[src/rtl/timer_scheduler.sv]
// Four-channel tick-based one-shot timers sharing a single prescaler time base.
// Outputs register one clock after the causing edge; there is no backpressure and inputs are sampled every clock.
module timer_scheduler #(
    parameter int CLK_HZ  = 50000000,
    parameter int TICK_HZ = 1000,
    parameter int DUR_W   = 16
) (
    input  logic               clock,
    input  logic               reset,
    input  logic [3:0]         start,
    input  logic [4*DUR_W-1:0] duration,
    input  logic [3:0]         cancel,
    input  logic [1:0]         remaining_sel,
    output logic               tick,
    output logic [3:0]         busy,
    output logic [3:0]         done,
    output logic [DUR_W-1:0]   remaining
);

    localparam int DIV = CLK_HZ / TICK_HZ;
    localparam int PW  = (DIV > 2) ? $clog2(DIV) : 1;

    typedef enum logic {
        IDLE = 1'b0,
        RUN  = 1'b1
    } state_t;

    logic [PW-1:0]    presc_q;
    state_t           state_q [4];
    state_t           state_d [4];
    logic [DUR_W-1:0] rem_q   [4];
    logic [DUR_W-1:0] rem_d   [4];
    logic [3:0]       done_d;

    // Tick is registered off the terminal count, so it lands one clock after DIV-1.
    always_ff @(posedge clock or posedge reset) begin
        if (reset) begin
            presc_q <= '0;
            tick    <= 1'b0;
        end else if (presc_q == PW'(DIV - 1)) begin
            presc_q <= '0;
            tick    <= 1'b1;
        end else begin
            presc_q <= presc_q + PW'(1);
            tick    <= 1'b0;
        end
    end

    always_ff @(posedge clock or posedge reset) begin
        if (reset) begin
            for (int i = 0; i < 4; i++) begin
                state_q[i] <= IDLE;
                rem_q[i]   <= '0;
            end
            done <= '0;
        end else begin
            for (int i = 0; i < 4; i++) begin
                state_q[i] <= state_d[i];
                rem_q[i]   <= rem_d[i];
            end
            done <= done_d;
        end
    end

    // Priority per channel: cancel, then start/restart, then tick countdown.
    always_comb begin
        for (int i = 0; i < 4; i++) begin
            state_d[i] = state_q[i];
            rem_d[i]   = rem_q[i];
            done_d[i]  = 1'b0;
            if (cancel[i]) begin
                state_d[i] = IDLE;
                rem_d[i]   = '0;
            end else if (start[i]) begin
                if (duration[i*DUR_W +: DUR_W] == '0) begin
                    state_d[i] = IDLE;
                    rem_d[i]   = '0;
                    done_d[i]  = 1'b1;
                end else begin
                    state_d[i] = RUN;
                    rem_d[i]   = duration[i*DUR_W +: DUR_W];
                end
            end else if (state_q[i] == RUN && tick) begin
                if (rem_q[i] == DUR_W'(1)) begin
                    state_d[i] = IDLE;
                    rem_d[i]   = '0;
                    done_d[i]  = 1'b1;
                end else begin
                    rem_d[i] = rem_q[i] - DUR_W'(1);
                end
            end
        end
    end

    always_comb begin
        busy = '0;
        for (int i = 0; i < 4; i++) begin
            busy[i] = (state_q[i] == RUN);
        end
    end

    assign remaining = rem_q[remaining_sel];

endmodule

[config.mk]
export PLATFORM = sky130hd
export DESIGN_NAME = timer_scheduler
export DESIGN_NICKNAME = d
export VERILOG_FILES = /design/src/rtl/timer_scheduler.sv
export SDC_FILE = /design/constraint.sdc
export NUM_CORES = 1
export LEC_CHECK = 0
export BUFFER_PORTS_ARGS = -buffer_cell sky130_fd_sc_hd__clkbuf_2
export CORE_MARGIN = 8
export CORE_UTILIZATION = 60
export CTS_CLUSTER_SIZE = 25
export DETAILED_ROUTE_END_ITERATION = 10
export GPL_TIMING_DRIVEN = 0
export PLACE_DENSITY = 0.85
export SYNTH_ARGS = -nofsm -noshare
export SYNTH_HDL_FRONTEND = slang
export SYNTH_SLANG_ARGS = --single-unit
[constraint.sdc]
create_clock -name clock -period 7.5 [get_ports clock]
set_clock_uncertainty 0.2 [all_clocks]
set_input_delay 1.5 -clock clock [delete_from_list [all_inputs] [get_ports clock]]
set_output_delay 1.5 -clock clock [all_outputs]
set_load 0.005 [all_outputs]
# == After elaboration in Yosys (flattened, before gate mapping) ==
# Cells that the tools add are included.
# totals
ff_bits,89
latchBits,0
ramBits,0
romBits,0
out_inout_bits,25
n_memories,0
# classes
add_sub_neg,5
multipliers,0
n_div,0
n_lt_le_gt_ge,1
eq_ne,5
shifts,0
muxes,65
bitwise,1
n_reduce_logical,20
# op_table
op,count
16-bit two-way mux,23
"16-bit by 1-bit == test with 1-bit output, second input constant",4
16-bit zero test,4
"16-bit by 1-bit subtractor with 16-bit output, second input constant",4
1-bit two-way mux,41
16-bit binary-select mux with 2-bit select,1
3-bit nonzero test,8
"16-bit by 1-bit adder with 16-bit output, second input constant",1
"16-bit == test, second input constant",1
2-bit AND reduction,4
1-bit logical AND,4
"3-bit greater-or-equal comparator, second input constant",1
2-bit NOT with 3-bit output,1

# == Longest topological paths before layout ==
# logic_depth
word_depth,5
depth_mapped,9
depth_no_buf,7

# == Worst setup path before layout ==
# No wires, ideal clock.
# synth_path
path_type,input to output
startpoint,in remaining_sel[0]
endpoint,out remaining[5]
arrival_time_ps,2851
required_time_ps,5800
path_slack_ps,2949
stages,3
cell_sequence,clkbuf_1 > buf_1 > mux4_2
# synth_between
elab_chain_cells,4
# synth_lines
element,line,rtl
from (decl),13,"input logic [1:0] remaining_sel,"
2-bit NOT with 3-bit output (not written as such),102,assign remaining = rem_q[remaining_sel];
16-bit binary-select mux with 2-bit select,102,
16-bit two-way mux (not written as such) (2 in a row),102,
to (decl),17,output logic [DUR_W-1:0] remaining
# No other way between the ends. The select of a mux whose other input is x is not followed.

# == Final worst setup path ==
# Ends and elaborated chain as after synthesis.

==> results.ini <==
[final_layout]
final_cell_mix = clkbuf_2, dfrtp_1, nand2_1
final_layout_size_suffix_gt1_frac = 0.216
final_common_cell = clkbuf_2
syn_to_final_growth_pct = 15.6
layout.cells.non_filler = 880
final.fill_count = 764
nNetsFinal = 827
diodes = 0

[placement]
dp_slack_ns = 2.61
place_congestion = 1.01
dp_cells = 864
dp_hpwl_mm = 13.8
placement.io_buffers = 96

[critical_path]
critPathRequiredTime_ns = 5.80
cp-start-kind = input port
r2r-end = rem_q[38]
crit_family = buffers and inverters
cp_slowest_cell = mux4_2
path_class = in2out
worstPathArrival_ns = 3.16
reg2reg_depth = 7
cp-end-kind = output port
cp_slowest_stage_delay_ns = 0.62
r2r_start = rem_q[33]
cp_cell_sequence = clkbuf_1 -> buf_1 -> mux4_2 -> clkbuf_2
path_buf_inv = 3
r2r_slack_ns = 4.69
crit_fanout = 10

[clock_network]
cts_buffers = 9
htreeDepth = 3
clk_pin_slew_ns = 0.10
clk-insertion-delay-late_ns = 0.39
clock_path_buffers = 2
post_cts_buffers = 0
hold_buffers = 0
cts_tree = yes
cts_resized = 0
cts.sink_count = 89
root_buffer = clkbuf_8

[yosys]
synth_edf_count = 0
syn_nets = 719
yosys.cell_types.count = 74
seq_area_frac_synth = 0.381
yosys_register_bits = 89
yosysTopAreaCellShare = 0.381
synth_area_mm2 = 0.00585
yosysWarnings = 0
avgSynthCellArea_um2 = 9.22
synth_ff_type = dfrtp_1
ys_async_sr_fraction = 1.00
syn_inst = 634
yosysTopAreaCell = dfrtp_1
synth.area.top_cells = dfrtp_1, mux4_2, nand2_1

[pwr]
total_power_mw = 1.18
p_leak_nw = 2.87
peakVddDrop_mv = 0.189
p_per_area_mw_per_mm2 = 174

[global_routing]
grt_pass1_vias = 5792
grt_pass1_wl_mm = 28.9
overflow = 0
grt_max_degree = 54
antenna_found_initial = 0
grt_usage = 0.280

[detailed_routing]
vias_per_cell = 6.70
drtPass1Iterations = 6
wire_per_inst_um = 20.3
routed_wl_mm = 17.9
ant_nets = 0
drt_iter0_drc = 595
num_vias = 5898
route.detailed.drc = 0

[run_status]
run_status = finished, final reports clean

[hold_path]
min_to = presc_q[0]
hold_path.class = reg2reg
hold_path_depth = 1
min_from = presc_q[0]

[die]
fp-row-count = 36
initial_core_util = 0.607
die_w_um = 115
die_y_um = 115
design.core.area_mm2 = 0.00964
pin_count = 101
die_area_mm2 = 0.0132

[sta]
rsz0062_at_grt = no
fin_ws_ns = 2.64
hold_violations = 0
worst_slew_pin_slew_ns = 0.840
max_freq_mhz = 206
setup_viol = 0
min_period_ns = 4.86
fin_crit_sh = 0.649
setup-tns-final_ns = 0
drv_slew = 0
slew_headroom = 0.435

[job]
maxCapViolations = 0

==> state kept, by name (all words and copies together) (netlist names) <==
register  cells
busy          4
presc_q      16
rem_q        64
done          4
tick          1
==> per-stage QoR <==
step | area [µm²] | utilization | hold slack, ns
after floorplan | 5850 | - | 0.225
after global placement | 6490 | 0.674 | 0.239
after detailed placement | 6530 | 0.677 | 0.260
after CTS | 6760 | 0.701 | 0.273
after global routing | 6760 | 0.701 | 0.289
final | 6760 | 0.701 | 0.270
==> how the worst max path moves through the flow <==
| stage | start | endpoint | slack (ns) | cells past startpoint |
|---|---|---|---|---|
| after floorplan | remaining_sel[0] | remaining[5] | 2.95 | 3 |
| after global placement | reset | rem_q[60] | 2.43 | 2 |
| after detailed placement | remaining_sel[0] | remaining[5] | 2.61 | 4 |
| after CTS | remaining_sel[0] | remaining[5] | 2.60 | 4 |
| after global routing | remaining_sel[0] | remaining[7] | 2.49 | 4 |
| final | remaining_sel[0] | remaining[5] | 2.64 | 4 |
==> worst register-to-register path, stage by stage (launching register included) <==
cell and delay (ns):
dfrtp_1 0.45, inv_1 0.12, ha_1 0.17, or4b_2 0.65, nor4_4 0.47, nor3_1 0.19, nand3_2 0.23, o311ai_0 0.18
==> metal layers <==
layer  track usage  share of wire  vias to the layer above
li1              -              -                     2681
met1         0.353           0.40                     2803
met2         0.436           0.46                      349
met3        0.0686          0.087                       65
met4         0.153          0.048                        0
met5             0              0                        -
==> synthesized netlist by cell type (15+ instances only) <==
cell type	instances
inv_1	25
nor4_1	32
nor3_1	20
nand3_1	26
or3_1	15
a21oi_1	24
nand2_1	58
o21ai_0	38
dfrtp_1	89
nor2_1	47
a22oi_1	26
clkbuf_1	19
==> cells by family (layout without fill, tap and decap cells) <==
kind of cell / after synthesis / after routing / synth area share
mux: 18 / 18 / 0.0665
fa+ha+maj: 9 / 9 / 0.0193
simple gates: 273 / 273 / 0.261
buf+inv: 54 / 167 / 0.0387
xor+xnor: 20 / 20 / 0.0300
flops: 89 / 89 / 0.381
compound gates: 171 / 171 / 0.204
==> final cells by class <==
type	count	area, µm²	share of cell area
multi-input cells	491	3390	0.502
flip-flops and latches	89	2230	0.329
repair buffers	97	508	0.0751
well taps	133	166	0.0246
clock buffers	10	138	0.0204
plain buffers	29	133	0.0196
clock inverters	6	97.6	0.0144
inverters	25	96.3	0.0143
==> power by group <==
part	total [mW]	internal [mW]	switching [mW]
logic	0.242	0.101	0.141
clock network	0.391	0.202	0.190
registers	0.544	0.503	0.0416
No activity file was read; power rests on OpenSTA's default activity.
